===== config.mk =====
export PLATFORM = sky130hd
export DESIGN_NAME = axi_reg_slice
export DESIGN_NICKNAME = d
export VERILOG_FILES = /design/src/rtl/axi_slice_pkg.sv /design/src/rtl/axi_skid_buf.sv /design/src/rtl/axi_reg_slice.sv
export SDC_FILE = /design/constraint.sdc
export NUM_CORES = 1
export LEC_CHECK = 0
export CORE_AREA = 2 2 211 213
export CTS_BUF_LIST = sky130_fd_sc_hd__clkbuf_4 sky130_fd_sc_hd__clkbuf_8 sky130_fd_sc_hd__clkbuf_16
export DETAILED_ROUTE_END_ITERATION = 10
export DIE_AREA = 0 0 213 215
export PLACE_DENSITY = 0.87
export SYNTH_ARGS = -nofsm -noshare
export SYNTH_HDL_FRONTEND = slang
export SYNTH_SLANG_ARGS = --single-unit

===== constraint.sdc =====
create_clock -name ACLK -period 40.6 [get_ports ACLK]
set_input_delay 6.09 -clock ACLK [delete_from_list [all_inputs] [get_ports ACLK]]
set_output_delay 6.09 -clock ACLK [all_outputs]
set_load 0.02 [all_outputs]

===== src/rtl/axi_slice_pkg.sv =====
// Shared AXI4 payload types and constants for the register slice.
// Widths here define the packed layouts used on every channel.
package axi_slice_pkg;

    localparam int unsigned AXI_ID_WD    = 3;
    localparam int unsigned AXI_ADDR_WD  = 32;
    localparam int unsigned AXI_DATA_WD  = 64;
    localparam int unsigned AXI_STRB_WD  = AXI_DATA_WD / 8;
    localparam int unsigned AXI_LEN_WD   = 8;
    localparam int unsigned AXI_SIZE_WD  = 3;
    localparam int unsigned AXI_BURST_WD = 2;
    localparam int unsigned AXI_RESP_WD  = 2;

    localparam logic [AXI_RESP_WD-1:0] AXI_RESP_OKAY = 2'b00;

    typedef struct packed {
        logic [AXI_ID_WD-1:0]    id;
        logic [AXI_ADDR_WD-1:0]  addr;
        logic [AXI_LEN_WD-1:0]   len;
        logic [AXI_SIZE_WD-1:0]  size;
        logic [AXI_BURST_WD-1:0] burst;
    } aw_t;

    typedef struct packed {
        logic [AXI_DATA_WD-1:0] data;
        logic [AXI_STRB_WD-1:0] strb;
        logic                   last;
    } w_t;

    typedef struct packed {
        logic [AXI_ID_WD-1:0]   id;
        logic [AXI_RESP_WD-1:0] resp;
    } b_t;

    typedef struct packed {
        logic [AXI_ID_WD-1:0]    id;
        logic [AXI_ADDR_WD-1:0]  addr;
        logic [AXI_LEN_WD-1:0]   len;
        logic [AXI_SIZE_WD-1:0]  size;
        logic [AXI_BURST_WD-1:0] burst;
    } ar_t;

    typedef struct packed {
        logic [AXI_ID_WD-1:0]   id;
        logic [AXI_DATA_WD-1:0] data;
        logic [AXI_RESP_WD-1:0] resp;
        logic                   last;
    } r_t;

endpackage


===== src/rtl/axi_skid_buf.sv =====
// Two-entry skid buffer: full throughput with a registered input ready.
// The output always drives the main register; skid only catches a beat during a stall.
module axi_skid_buf #(
    parameter int unsigned WIDTH = 8
) (
    input  logic             clk,
    input  logic             rst,
    input  logic             in_valid,
    output logic             in_ready,
    input  logic [WIDTH-1:0] in_data,
    output logic             out_valid,
    input  logic             out_ready,
    output logic [WIDTH-1:0] out_data
);

    logic             main_valid_q, main_valid_d;
    logic             skid_valid_q, skid_valid_d;
    logic [WIDTH-1:0] main_data_q, main_data_d;
    logic [WIDTH-1:0] skid_data_q, skid_data_d;
    logic             ready_q;
    logic             in_hs, out_hs;

    assign in_hs     = in_valid && ready_q;
    assign out_hs    = main_valid_q && out_ready;
    assign in_ready  = ready_q;
    assign out_valid = main_valid_q;
    assign out_data  = main_data_q;

    // ready_q mirrors !skid_valid, so no input handshake happens while skid is full
    always_comb begin
        main_valid_d = main_valid_q;
        main_data_d  = main_data_q;
        skid_valid_d = skid_valid_q;
        skid_data_d  = skid_data_q;
        if (skid_valid_q) begin
            if (out_hs) begin
                main_data_d  = skid_data_q;
                skid_valid_d = 1'b0;
            end
        end else if (in_hs) begin
            if (!main_valid_q || out_ready) begin
                main_valid_d = 1'b1;
                main_data_d  = in_data;
            end else begin
                skid_valid_d = 1'b1;
                skid_data_d  = in_data;
            end
        end else if (out_hs) begin
            main_valid_d = 1'b0;
        end
    end

    always_ff @(posedge clk or posedge rst) begin
        if (rst) begin
            main_valid_q <= 1'b0;
            skid_valid_q <= 1'b0;
            main_data_q  <= '0;
            skid_data_q  <= '0;
            ready_q      <= 1'b0;
        end else begin
            main_valid_q <= main_valid_d;
            skid_valid_q <= skid_valid_d;
            main_data_q  <= main_data_d;
            skid_data_q  <= skid_data_d;
            ready_q      <= !skid_valid_d;
        end
    end

endmodule


===== src/rtl/axi_reg_slice.sv =====
// AXI4 register slice: one skid buffer per channel between master and axi_mem.
// Define AXI_REG_SLICE_LEN_CHECK_EN to enable the W burst-length checker.
module axi_reg_slice
    import axi_slice_pkg::*;
#(
`ifdef AXI_REG_SLICE_LEN_CHECK_EN
    parameter int unsigned LENQ_DEPTH = 4,
`endif
    parameter int unsigned ID_WD   = AXI_ID_WD,
    parameter int unsigned ADDR_WD = AXI_ADDR_WD,
    parameter int unsigned DATA_WD = AXI_DATA_WD,
    parameter int unsigned STRB_WD = DATA_WD / 8,
    parameter int unsigned LEN_WD  = AXI_LEN_WD,
    parameter int unsigned SIZE_WD = AXI_SIZE_WD
) (
    input  logic               ACLK,
    input  logic               ARESET,
    input  logic [ID_WD-1:0]   S_AWID,
    input  logic [ADDR_WD-1:0] S_AWADDR,
    input  logic [LEN_WD-1:0]  S_AWLEN,
    input  logic [SIZE_WD-1:0] S_AWSIZE,
    input  logic [1:0]         S_AWBURST,
    input  logic               S_AWVALID,
    output logic               S_AWREADY,
    input  logic [DATA_WD-1:0] S_WDATA,
    input  logic [STRB_WD-1:0] S_WSTRB,
    input  logic               S_WLAST,
    input  logic               S_WVALID,
    output logic               S_WREADY,
    output logic [ID_WD-1:0]   S_BID,
    output logic [1:0]         S_BRESP,
    output logic               S_BVALID,
    input  logic               S_BREADY,
    input  logic [ID_WD-1:0]   S_ARID,
    input  logic [ADDR_WD-1:0] S_ARADDR,
    input  logic [LEN_WD-1:0]  S_ARLEN,
    input  logic [SIZE_WD-1:0] S_ARSIZE,
    input  logic [1:0]         S_ARBURST,
    input  logic               S_ARVALID,
    output logic               S_ARREADY,
    output logic [ID_WD-1:0]   S_RID,
    output logic [DATA_WD-1:0] S_RDATA,
    output logic [1:0]         S_RRESP,
    output logic               S_RLAST,
    output logic               S_RVALID,
    input  logic               S_RREADY,
    output logic [ID_WD-1:0]   M_AWID,
    output logic [ADDR_WD-1:0] M_AWADDR,
    output logic [LEN_WD-1:0]  M_AWLEN,
    output logic [SIZE_WD-1:0] M_AWSIZE,
    output logic [1:0]         M_AWBURST,
    output logic [3:0]         M_AWREGION,
    output logic [3:0]         M_AWCACHE,
    output logic [3:0]         M_AWQOS,
    output logic               M_AWLOCK,
    output logic [2:0]         M_AWPROT,
    output logic               M_AWVALID,
    input  logic               M_AWREADY,
    output logic [DATA_WD-1:0] M_WDATA,
    output logic [STRB_WD-1:0] M_WSTRB,
    output logic               M_WLAST,
    output logic               M_WVALID,
    input  logic               M_WREADY,
    input  logic [ID_WD-1:0]   M_BID,
    input  logic [1:0]         M_BRESP,
    input  logic               M_BVALID,
    output logic               M_BREADY,
    output logic [ID_WD-1:0]   M_ARID,
    output logic [ADDR_WD-1:0] M_ARADDR,
    output logic [LEN_WD-1:0]  M_ARLEN,
    output logic [SIZE_WD-1:0] M_ARSIZE,
    output logic [1:0]         M_ARBURST,
    output logic [3:0]         M_ARREGION,
    output logic [3:0]         M_ARCACHE,
    output logic [3:0]         M_ARQOS,
    output logic               M_ARLOCK,
    output logic [2:0]         M_ARPROT,
    output logic               M_ARVALID,
    input  logic               M_ARREADY,
    input  logic [ID_WD-1:0]   M_RID,
    input  logic [DATA_WD-1:0] M_RDATA,
    input  logic [1:0]         M_RRESP,
    input  logic               M_RLAST,
    input  logic               M_RVALID,
    output logic               M_RREADY,
    output logic               WLAST_ERR
);

    aw_t  aw_in, aw_out;
    w_t   w_in, w_out;
    b_t   b_in, b_out;
    ar_t  ar_in, ar_out;
    r_t   r_in, r_out;
    logic aw_out_valid, aw_out_ready;
    logic w_out_valid, w_out_ready;

    assign aw_in = {S_AWID, S_AWADDR, S_AWLEN, S_AWSIZE, S_AWBURST};
    assign w_in  = {S_WDATA, S_WSTRB, S_WLAST};
    assign b_in  = {M_BID, M_BRESP};
    assign ar_in = {S_ARID, S_ARADDR, S_ARLEN, S_ARSIZE, S_ARBURST};
    assign r_in  = {M_RID, M_RDATA, M_RRESP, M_RLAST};

    assign {M_AWID, M_AWADDR, M_AWLEN, M_AWSIZE, M_AWBURST} = aw_out;
    assign {M_WDATA, M_WSTRB, M_WLAST}                      = w_out;
    assign {S_BID, S_BRESP}                                 = b_out;
    assign {M_ARID, M_ARADDR, M_ARLEN, M_ARSIZE, M_ARBURST} = ar_out;
    assign {S_RID, S_RDATA, S_RRESP, S_RLAST}               = r_out;

    assign M_AWREGION = 4'd0;
    assign M_AWCACHE  = 4'd0;
    assign M_AWQOS    = 4'd0;
    assign M_AWLOCK   = 1'b0;
    assign M_AWPROT   = 3'd0;
    assign M_ARREGION = 4'd0;
    assign M_ARCACHE  = 4'd0;
    assign M_ARQOS    = 4'd0;
    assign M_ARLOCK   = 1'b0;
    assign M_ARPROT   = 3'd0;

    axi_skid_buf #(.WIDTH($bits(aw_t))) u_aw_buf (
        .clk(ACLK), .rst(ARESET),
        .in_valid(S_AWVALID), .in_ready(S_AWREADY), .in_data(aw_in),
        .out_valid(aw_out_valid), .out_ready(aw_out_ready), .out_data(aw_out)
    );

    axi_skid_buf #(.WIDTH($bits(w_t))) u_w_buf (
        .clk(ACLK), .rst(ARESET),
        .in_valid(S_WVALID), .in_ready(S_WREADY), .in_data(w_in),
        .out_valid(w_out_valid), .out_ready(w_out_ready), .out_data(w_out)
    );

    axi_skid_buf #(.WIDTH($bits(b_t))) u_b_buf (
        .clk(ACLK), .rst(ARESET),
        .in_valid(M_BVALID), .in_ready(M_BREADY), .in_data(b_in),
        .out_valid(S_BVALID), .out_ready(S_BREADY), .out_data(b_out)
    );

    axi_skid_buf #(.WIDTH($bits(ar_t))) u_ar_buf (
        .clk(ACLK), .rst(ARESET),
        .in_valid(S_ARVALID), .in_ready(S_ARREADY), .in_data(ar_in),
        .out_valid(M_ARVALID), .out_ready(M_ARREADY), .out_data(ar_out)
    );

    axi_skid_buf #(.WIDTH($bits(r_t))) u_r_buf (
        .clk(ACLK), .rst(ARESET),
        .in_valid(M_RVALID), .in_ready(M_RREADY), .in_data(r_in),
        .out_valid(S_RVALID), .out_ready(S_RREADY), .out_data(r_out)
    );

`ifdef AXI_REG_SLICE_LEN_CHECK_EN
    localparam int unsigned PTR_WD = $clog2(LENQ_DEPTH);
    localparam logic [PTR_WD:0] PTR_ONE = 1;
    localparam logic [LEN_WD:0] CNT_ONE = 1;

    logic [LEN_WD-1:0] lenq_q [LENQ_DEPTH];
    logic [PTR_WD:0]   wr_ptr_q, rd_ptr_q;
    logic [LEN_WD:0]   beat_cnt_q;
    logic [LEN_WD-1:0] head_len;
    logic              lenq_full, lenq_empty, aw_block;
    logic              push, w_hs, pop, mismatch, err_q;

    assign lenq_empty = wr_ptr_q == rd_ptr_q;
    assign lenq_full  = (wr_ptr_q[PTR_WD] != rd_ptr_q[PTR_WD]) &&
                        (wr_ptr_q[PTR_WD-1:0] == rd_ptr_q[PTR_WD-1:0]);
    assign head_len   = lenq_q[rd_ptr_q[PTR_WD-1:0]];

    // A full queue still accepts an AW in the cycle a WLAST frees an entry
    assign w_hs         = M_WVALID && M_WREADY;
    assign pop          = w_hs && w_out.last;
    assign aw_block     = lenq_full && !pop;
    assign M_AWVALID    = aw_out_valid && !aw_block;
    assign aw_out_ready = M_AWREADY && !aw_block;
    assign push         = M_AWVALID && M_AWREADY;
    assign M_WVALID     = w_out_valid && !lenq_empty;
    assign w_out_ready  = M_WREADY && !lenq_empty;

    // beat_cnt counts beats already sent, so the last beat sees count == AWLEN
    assign mismatch = w_out.last ? (beat_cnt_q != {1'b0, head_len})
                                 : (beat_cnt_q == {1'b0, head_len});
    assign WLAST_ERR = err_q;

    always_ff @(posedge ACLK) begin
        if (push) begin
            lenq_q[wr_ptr_q[PTR_WD-1:0]] <= aw_out.len;
        end
    end

    always_ff @(posedge ACLK or posedge ARESET) begin
        if (ARESET) begin
            wr_ptr_q   <= '0;
            rd_ptr_q   <= '0;
            beat_cnt_q <= '0;
            err_q      <= 1'b0;
        end else begin
            if (push) wr_ptr_q <= wr_ptr_q + PTR_ONE;
            if (pop) rd_ptr_q <= rd_ptr_q + PTR_ONE;
            if (w_hs) begin
                beat_cnt_q <= pop ? '0 : beat_cnt_q + CNT_ONE;
                if (mismatch) err_q <= 1'b1;
            end
        end
    end
`else
    assign M_AWVALID    = aw_out_valid;
    assign aw_out_ready = M_AWREADY;
    assign M_WVALID     = w_out_valid;
    assign w_out_ready  = M_WREADY;
    assign WLAST_ERR    = 1'b0;
`endif

endmodule


==> results.yml, run 1 <==
drt:
  drt-pass1-iter-count: 4
  routed_via_density: 5.25
  drt_iter0_drc: 683
  drtAntennaViolNets: 0
  wl_per_cell_um: 21.1
  routed_wl_um: 53600
  drc: 0
  vias: 13344
clock_tree:
  clock_latency_ps: 580
  cts_sinks: 503
  post_cts_buffers: 0
  cts_buffer_depth: 3
  cts_tree: "yes"
  path_clk_slew_ps: 60
  cts-buffers-inserted: 53
  htreeDepth: 2
  postCtsHoldBufs: 0
  cts_resized: 0
  cts_root_buffer: "clkbuf_16"
cells_and_area:
  drive_gt1_share_pct: 42.0
  seqCellArea_sq_mm: 0.0126
  multi_input_area_sq_mm: 0.00872
  stdcell_area_sq_mm: 0.0291
  nNetsFinal: 2159
  fillerInstances: 2978
  syn2layout_area_growth_pct: 32.3
sta:
  max_freq_mhz: 116
  finalCriticalPeriod_ps: 8640
  finalClockSkew_ps: 17.5
  holdWs_ps: 480
  period_share_pct: 21.3
  tightest_slew_ps: 1090
  setup_tns_ps: 0
  hold_viol: 0
  slew_viol_final: 0
  final.setup.worst_slack_ps: 31960
  setup-violations-final: 0
  slew_headroom_pct: 27.4
  rsz0062_at_grt: "no"
worst_setup_path:
  cp_data_required_time_ps: 41050
  cp-startpoint: "ARESET"
  critical_path_arrival_ps: 9100
  critPathKind: "in2async"
  startpoint_type: "primary input"
  endpoint_kind: "asynchronous set/reset pin"
  crit_fanout: 126
  rr_startpoint: "u_w_buf.skid_valid_q$_DFF_PP0_"
min_path:
  hold_start: "u_w_buf.skid_data_q[40]$_DFFE_PP0P_"
  hold_path.class: "reg2reg"
floorplanning:
  die_w_um: 213
  dieArea_sq_mm: 0.0458
  die_y_um: 215
  start_util_pct: 50.4
  core_sq_mm: 0.0436
  row_count: 77
  ioPinCount: 543
yosys:
  yosys.area.top_type: "dfrtp_1"
  synthCells: 1401
  synth.distinct_cells: 21
  ys_seq_elements: 503
  syn_area_sq_mm: 0.0220
  synth_top_cell_area_share_pct: 57.2
  synth_edf_count: 0
  post-synth-top-count-cell: "mux2_2"
  synth_ff_type: "dfrtp_1"
  synth.area.top_cells: "dfrtp_1, mux2_2, mux2_1"
  ys_warn_count: 0
  avgSynthCellArea_sq_um: 15.7
  yosysSeqAreaShare_pct: 57.2
  ys_top_cells_by_count: "mux2_2, dfrtp_1, buf_4"
  async_reset_ff_share_pct: 100
global_route:
  antenna_found_initial: 8
  grt_pass1_wl_um: 83500
  grtUsageMet2_pct: 40.4
  grt_start_max_net_pins: 156
  gr-total-overflow: 0
  grt.busiest_layer: "met2"
  grt_use_met1_pct: 26.7
  met3_usage_pct: 6.74
  grt_pass1_vias: 14915
  track_usage_pct: 23.3
run_status:
  status: "completed"
power:
  powerDensity_mw_per_mm2: 84.2
  total_power_w: 0.00245
  vdd_drop_max_mv: 0.0544
  p_leak_nw: 12.1
place:
  port-buffer-count: 509
  pre_cts_ws_ps: 31280
  hpwl_um: 36400
  place.gp.congestion: 0.849
  placed_area_sq_mm: 0.0273
run:
  drv_cap: 0
-- layout make-up --
cell class	count	area share, %
tap	592	2.54
timing repair buffer	529	18.1
sequential	503	43.3
clock buffer	81	5.49
multi-input combinational	810	30.0
clock inverter	13	0.503
inverter	6	0.103
antenna	7	0.0602
-- worst max-delay path, cell delays in order --
cell and delay, ps:
clkdlybuf4s50_1 500, inv_8 630, buf_4 800, buf_4 920
-- power by group --
part	internal (W)	leakage, nW	switching [W]
clock network	0.000289	0.886	0.000193
registers	0.000761	5.98	0.000141
logic	0.000591	5.22	0.000473
total	0.00164	12.1	0.000808
-- per-layer routing --
layer  vias to the layer above  wire, um
met3                       119      3880
met1                      6850     20500
met2                       389     27200
met5                         -        13
met4                         2      2130
li1                       5984         -
-- per-stage QoR --
step / instances / util, %
floorplan: 1433 / -
global placement: 2440 / 62.7
detailed placement: 2440 / 62.7
CTS: 2534 / 66.7
global route: 2540 / 66.7
finish: 2541 / 66.7
-- cell usage in the layout, fill, tap and decap left out --
master             n
nor3b_2            2
buf_4             19
o21ai_0            5
buf_12             1
inv_8              1
clkinv_4           1
a21o_1             5
clkinvlp_4         1
nand2_1           15
clkbuf_16         53
a22oi_2            4
inv_1              5
dfrtp_2            4
nand3b_1           2
dfrtp_1          499
mux2_2           684
diode_2            7
a22oi_1            1
conb_1            33
clkbuf_8          10
clkbuf_4          18
clkdlybuf4s50_1  509
a21oi_1            5
mux2_1            48
bufinv_16          3
nor3b_4            3
nand3b_4           3
clkinv_2           8
-- cell families (layout without fill, tap and decap cells) --
logic type	after synthesis	count (layout)	synth area share, %
compound gates	20	20	0.637
buf+inv	120	629	3.75
flops	503	503	57.2
other cells	1	40	0.0170
simple gates	25	25	0.916
mux	732	732	37.5
-- worst paths after layout --
| path | endpoint | slack, ps | cells after the start |
|---|---|---|---|
| worst max-delay path | u_aw_buf.skid_valid_q$_DFF_PP0_ | 31960 | 4 |
| worst min-delay path | u_w_buf.skid_data_q[40]$_DFFE_PP0P_ | 480 | 1 |
| worst max register to register | u_w_buf.out_data[10]$_DFFE_PP0P_ | 37840 | 5 |
| worst min register to register | u_w_buf.skid_data_q[40]$_DFFE_PP0P_ | 480 | 1 |
| max in group ACLK | u_ar_buf.skid_data_q[2]$_DFFE_PP0P_ | 32500 | 5 |
| min in group asynchronous | u_b_buf.skid_data_q[2]$_DFFE_PP0P_ | 6110 | 2 |
-- state kept, by name, indices dropped and copies added (netlist names), 5 cells and up --
register              cells
u_w_buf.out_data         73
u_ar_buf.out_data        48
u_aw_buf.skid_data_q     48
u_r_buf.skid_data_q      70
u_aw_buf.out_data        48
u_r_buf.out_data         70
u_w_buf.skid_data_q      73
u_b_buf.out_data          5
u_b_buf.skid_data_q       5
u_ar_buf.skid_data_q     48
No activity file was read; power rests on OpenSTA's default activity.
==> run 2, diff against run 1 <==
--- a/config.mk
+++ b/config.mk
@@ -5,11 +5,11 @@
 export SDC_FILE = /design/constraint.sdc
 export NUM_CORES = 1
 export LEC_CHECK = 0
-export CORE_AREA = 2 2 211 213
+export CORE_AREA = 2 2 225 227
 export CTS_BUF_LIST = sky130_fd_sc_hd__clkbuf_4 sky130_fd_sc_hd__clkbuf_8 sky130_fd_sc_hd__clkbuf_16
 export DETAILED_ROUTE_END_ITERATION = 10
-export DIE_AREA = 0 0 213 215
-export PLACE_DENSITY = 0.87
+export DIE_AREA = 0 0 227 229
+export PLACE_DENSITY = 0.81
 export SYNTH_ARGS = -nofsm -noshare
 export SYNTH_HDL_FRONTEND = slang
 export SYNTH_SLANG_ARGS = --single-unit
==> constraint.sdc (replaced) <==
create_clock -name ACLK -period 7.1 [get_ports ACLK]
set_input_delay 1.065 -clock ACLK [delete_from_list [all_inputs] [get_ports ACLK]]
set_output_delay 1.065 -clock ACLK [all_outputs]
set_load 0.02 [all_outputs]
==> run 2 against run 1 <==
  * First-iteration DRC count down 25%
  * Global-route usage down 3.1 points
  * Cell area grew 0.64%
  * Combinational power rose to 5.6 times the previous value
  * Final cell count is 3.3% higher
  * Non-clock buffer count decreased by 1
  * Sequential share of layout area is 0.27 points lower
  * Setup slack lost 28000 ps
  * Critical path depth rose by 1
  * Die area grew 14%
  * Sequential power rose to 5.8 times the previous value
  * Via count shrank 1.3%
  * Largest cell class unchanged
  * Largest power group unchanged
==> results.yml, run 2 (same netlist as run 1, synthesis figures left out) <==
power:
  powerDensity_mw_per_mm2: 478
  p_leak_nw: 12.1
  total_power_w: 0.0140
  vdd_drop_max_mv: 0.303
clock_tree:
  cts_root_buffer: "clkbuf_16"
  htreeDepth: 2
  cts-buffers-inserted: 54
  cts_resized: 0
  cts_buffer_depth: 3
  path_clk_slew_ps: 60
  clock_latency_ps: 590
  post_cts_buffers: 0
  cts_tree: "yes"
  cts_sinks: 503
  postCtsHoldBufs: 0
floorplanning:
  start_util_pct: 44.3
  row_count: 82
  dieArea_sq_mm: 0.0520
  ioPinCount: 543
  die_w_um: 227
  die_y_um: 229
  core_sq_mm: 0.0497
global_route:
  gr-total-overflow: 0
  grt_use_met1_pct: 23.6
  track_usage_pct: 20.2
  antenna_found_initial: 7
  grt_pass1_vias: 14435
  grt_start_max_net_pins: 184
  grt_pass1_wl_um: 82400
  met3_usage_pct: 6.40
  grt.busiest_layer: "met2"
  grtUsageMet2_pct: 34.3
sta:
  rsz0062_at_grt: "no"
  setup_tns_ps: 0
  hold_viol: 0
  finalClockSkew_ps: 11.4
  slew_viol_final: 0
  slew_headroom_pct: 18.8
  setup-violations-final: 0
  final.setup.worst_slack_ps: 3840
  period_share_pct: 45.9
  holdWs_ps: 479
  max_freq_mhz: 307
  finalCriticalPeriod_ps: 3260
  tightest_slew_ps: 1220
drt:
  drt-pass1-iter-count: 4
  wl_per_cell_um: 20.1
  vias: 13173
  drt_iter0_drc: 513
  routed_wl_um: 52700
  drc: 0
  routed_via_density: 5.02
  drtAntennaViolNets: 0
cells_and_area:
  syn2layout_area_growth_pct: 33.1
  final_cell_mix: "mux2_2, clkdlybuf4s50_1, dfrtp_1"
  fin_util_pct: 59.0
  layout_commonest_cell: "mux2_2"
  drive_gt1_share_pct: 42.1
  nNetsFinal: 2159
place:
  pre_cts_ws_ps: 3380
  hpwl_um: 35700
  port-buffer-count: 509
  place.gp.congestion: 0.803
min_path:
  holdPathStages: 1
  hold_path.class: "reg2reg"
  min_to: "u_w_buf.skid_data_q[11]$_DFFE_PP0P_"
  hold_start: "u_w_buf.skid_data_q[11]$_DFFE_PP0P_"
worst_setup_path:
  critPathKind: "reg2reg"
  startpoint_type: "flip-flop"
  endpoint_kind: "flip-flop"
  cp_data_required_time_ps: 7560
  critPathMaxStageDelay_ps: 930
  reg2reg_depth: 5
  rr_startpoint: "u_aw_buf.skid_valid_q$_DFF_PP0_"
  critical_path_arrival_ps: 3720
  path_common_cell: "buf_4"
  critical_path.cell_chain: "buf_4 > nand2_1 > a22oi_2 > buf_4 > mux2_2"
  crit_slowest_cell: "a22oi_2"
  crit_fanout: 33
  rr_endpoint: "u_aw_buf.out_data[17]$_DFFE_PP0P_"
  regToRegSetupSlack_ps: 3840
run_status:
  status: "completed"
run:
  drv_cap: 0
==> run 2: cell types whose count changed in the layout (fill, tap and decap cells not counted), moves of 2 or more <==
cell,delta
clkinv_2,+5
clkbuf_8,+3
buf_4,-3
clkbuf_16,+2
clkbuf_4,-3
buf_12,+2
==> run 2: worst max-delay path by stage <==
| stage | from | end | slack, ps | depth (start not counted) |
|---|---|---|---|---|
| 3_5_place_dp | M_AWREADY | u_aw_buf.out_data[11]$_DFFE_PP0P_ | 3380 | 5 |
| 2_1_floorplan | ARESET | u_ar_buf.in_ready$_DFF_PP0_ | -790 | 1 |
| 4_1_cts | u_aw_buf.skid_valid_q$_DFF_PP0_ | u_aw_buf.out_data[17]$_DFFE_PP0P_ | 3810 | 5 |
| 5_1_grt | u_aw_buf.skid_valid_q$_DFF_PP0_ | u_aw_buf.out_data[17]$_DFFE_PP0P_ | 3650 | 5 |
| 3_3_place_gp | M_AWREADY | u_aw_buf.out_data[15]$_DFFE_PP0P_ | 3410 | 5 |
| 6_report | u_aw_buf.skid_valid_q$_DFF_PP0_ | u_aw_buf.out_data[17]$_DFFE_PP0P_ | 3840 | 5 |
==> run 2: worst max-delay path: cells and delay by family (launching register included) <==
kind / cells / cell delay, ps
AND/OR/NAND/NOR: 1 / 120
multiplexers: 1 / 390
AO/OA/AOI/OAI: 1 / 930
flip-flops: 1 / 670
buffers and inverters: 2 / 1010
==> run 2: per-layer routing <==
metal | vias up | routed length, um
met5 | - | 13
met4 | 2 | 1940
met1 | 6707 | 20200
li1 | 5986 | -
met2 | 366 | 26600
met3 | 112 | 3960
==> run 2: power by group <==
group	total, W	internal, W	switching (W)
registers	0.00521	0.00435	0.000862
logic	0.00596	0.00338	0.00258
clock network	0.00283	0.00169	0.00114
==> run 2: metrics by stage <==
step | instances | instance area [sq um]
floorplan | 1433 | 22100
CTS | 2620 | 29300
global route | 2626 | 29300
finish | 2626 | 29300
global placement | 2519 | 27500
detailed placement | 2519 | 27500
==> run 2: cell type report <==
type                            count  area (sq um)
Fill cell                        3872         20400
Sequential cell                   503         12600
Multi-Input combinational cell    810          8720
Timing Repair Buffer              528          5280
Clock buffer                       83          1670
Tap cell                          672           841
Clock inverter                     18           150
Inverter                            6          26.3
Antenna cell                        6          15.0
==> run 3, diff against run 2 <==
--- a/config.mk
+++ b/config.mk
@@ -5,11 +5,11 @@
 export SDC_FILE = /design/constraint.sdc
 export NUM_CORES = 1
 export LEC_CHECK = 0
-export CORE_AREA = 2 2 225 227
+export CORE_AREA = 2 2 213 215
 export CTS_BUF_LIST = sky130_fd_sc_hd__clkbuf_4 sky130_fd_sc_hd__clkbuf_8 sky130_fd_sc_hd__clkbuf_16
 export DETAILED_ROUTE_END_ITERATION = 10
-export DIE_AREA = 0 0 227 229
-export PLACE_DENSITY = 0.81
+export DIE_AREA = 0 0 215 217
+export PLACE_DENSITY = 0.85
 export SYNTH_ARGS = -nofsm -noshare
 export SYNTH_HDL_FRONTEND = slang
 export SYNTH_SLANG_ARGS = --single-unit
==> constraint.sdc (replaced) <==
create_clock -name ACLK -period 3.31 [get_ports ACLK]
set_input_delay 0.4965 -clock ACLK [delete_from_list [all_inputs] [get_ports ACLK]]
set_output_delay 0.4965 -clock ACLK [all_outputs]
set_load 0.02 [all_outputs]
==> run 3 against run 2 <==
  * Sequential share of layout area fell by 0.19 points
  * Die area fell by 10%
  * Combinational power rose by 120%
  * Critical endpoint is now u_r_buf.out_data[9]$_DFFE_PP0P_
  * Largest cell class unchanged
==> results.yml, run 3 (same netlist as run 1, synthesis figures left out) <==
clock_tree:
  cts_tree: "yes"
  cts_root_buffer: "clkbuf_16"
  post_cts_buffers: 0
  clock_latency_ps: 580
  postCtsHoldBufs: 0
  cts-buffers-inserted: 51
  cts_resized: 0
  path_clk_slew_ps: 60
  cts_buffer_depth: 3
  cts_sinks: 503
  htreeDepth: 2
run_status:
  status: "completed"
drt:
  drt_iter0_drc: 577
  vias: 13391
  drtAntennaViolNets: 0
  routed_wl_um: 52900
  drt-pass1-iter-count: 4
  drc: 0
  routed_via_density: 5.23
  wl_per_cell_um: 20.7
sta:
  tightest_slew_ps: 723
  setup-violations-final: 0
  finalCriticalPeriod_ps: 2280
  slew_viol_final: 0
  hold_viol: 0
  holdWs_ps: 343
  final.setup.worst_slack_ps: 1030
  finalClockSkew_ps: 13.5
  max_freq_mhz: 439
  period_share_pct: 68.8
  slew_headroom_pct: 51.8
  rsz0062_at_grt: "no"
global_route:
  grt_pass1_wl_um: 83300
  grt_pass1_vias: 14642
  gr-total-overflow: 0
  grt_start_max_net_pins: 73
  track_usage_pct: 22.6
  antenna_found_initial: 2
worst_setup_path:
  cp-startpoint: "u_r_buf.skid_valid_q$_DFF_PP0_"
  critical_path.cell_chain: "nand3b_1 > a22oi_2 > buf_4 > mux2_2"
  critPathMaxStageDelay_ps: 650
  regToRegSetupSlack_ps: 1030
  rr_startpoint: "u_r_buf.skid_valid_q$_DFF_PP0_"
  startpoint_type: "flip-flop"
  crit_slowest_cell: "dfrtp_4"
  critPathKind: "reg2reg"
  critical_path_arrival_ps: 2740
  reg2reg_depth: 4
  crit_family: "flip-flops"
  crit_buf_inv: 1
  crit_fanout: 46
  rr_endpoint: "u_r_buf.out_data[9]$_DFFE_PP0P_"
  endpoint_kind: "flip-flop"
  cp.depth: 4
  cp_data_required_time_ps: 3770
floorplanning:
  core_sq_mm: 0.0447
  row_count: 78
  ioPinCount: 543
  die_y_um: 217
  dieArea_sq_mm: 0.0467
  start_util_pct: 49.2
  die_w_um: 215
power:
  pwr-share-seq_pct: 36.8
  combinationalPowerShare_pct: 42.9
  vdd_drop_max_mv: 0.755
  total_power_w: 0.0302
  p_int_w: 0.0204
  powerDensity_mw_per_mm2: 1030
  power.switching_w: 0.00982
  clkPwrFrac_pct: 20.3
  p_leak_nw: 12.2
  switching_share_pct: 32.5
place:
  hpwl_um: 37100
  placed_area_sq_mm: 0.0276
  pre_cts_ws_ps: 820
  port-buffer-count: 509
  place.gp.congestion: 0.828
cells_and_area:
  final_cell_mix: "mux2_2, clkdlybuf4s50_1, dfrtp_1"
  drive_gt1_share_pct: 42.5
  layout_commonest_cell: "mux2_2"
  fin_util_pct: 65.8
  stdcell_area_sq_mm: 0.0294
  fillerInstances: 3157
  nNetsFinal: 2175
  syn2layout_area_growth_pct: 33.7
run:
  drv_cap: 0
min_path:
  hold_path.class: "in2async"
## run 3: cell count changes in the layout (fill, tap and decap cells not counted)
cell,delta
clkbuf_16,-2
buf_4,+13
clkinv_2,-6
buf_12,+6
diode_2,-4
clkbuf_8,+3
clkbuf_4,-4
inv_6,-1
bufinv_16,+3
## run 3: layer usage
metal | up-vias | track usage (%) | wire length [um]
met5 | - | 0 | 0
met1 | 6904 | 26.4 | 20300
met2 | 377 | 39.8 | 27400
met3 | 110 | 6.36 | 3320
li1 | 6000 | - | -
met4 | 0 | 8.32 | 1860
## run 3: layout make-up
| type | count | area (sq um) | share of cell area [%] |
|---|---|---|---|
| multi-input cells | 810 | 8720 | 29.7 |
| clock buffers | 80 | 1630 | 5.54 |
| clock inverters | 14 | 201 | 0.685 |
| flip-flops and latches | 503 | 12600 | 42.8 |
| repair buffers | 547 | 5490 | 18.7 |
| inverters | 6 | 26.3 | 0.0893 |
| diodes | 2 | 5.00 | 0.0170 |
| well taps | 600 | 751 | 2.55 |
## run 3: metrics by stage
step	setup TNS [ps]	cells
after floorplan	-2018510	1433
after global placement	0	2466
after detailed placement	0	2466
after CTS	0	2560
after global routing	0	2562
final	0	2562
## run 3: power by group through the flow
| stage | sequential, W | clock [W] | combinational (W) |
|---|---|---|---|
| floorplan | 0.0126 | 0 | 0.00638 |
| global placement | 0.0109 | 0 | 0.0126 |
| detailed placement | 0.0112 | 0 | 0.0130 |
| CTS | 0.0111 | 0.00626 | 0.0131 |
| global route | 0.0115 | 0.00655 | 0.0137 |
| finish | 0.0111 | 0.00614 | 0.0130 |
## run 3: worst max-delay path by stage
stage                                           to  slack [ps]
3_5_place_dp      u_w_buf.out_data[26]$_DFFE_PP0P_         820
5_1_grt            u_r_buf.out_data[9]$_DFFE_PP0P_         910
6_report           u_r_buf.out_data[9]$_DFFE_PP0P_        1030
2_1_floorplan          u_ar_buf.in_ready$_DFF_PP0_       -4010
3_3_place_gp   u_w_buf.skid_data_q[17]$_DFFE_PP0P_         870
4_1_cts           u_r_buf.out_data[14]$_DFFE_PP0P_        1010
## run 3: worst reg2reg max path, delay by kind of cell (launching register included)
family | cells | cell delay (ps)
flops | 1 | 650
compound gates | 1 | 180
buf+inv | 1 | 570
mux | 1 | 450
simple gates | 1 | 320
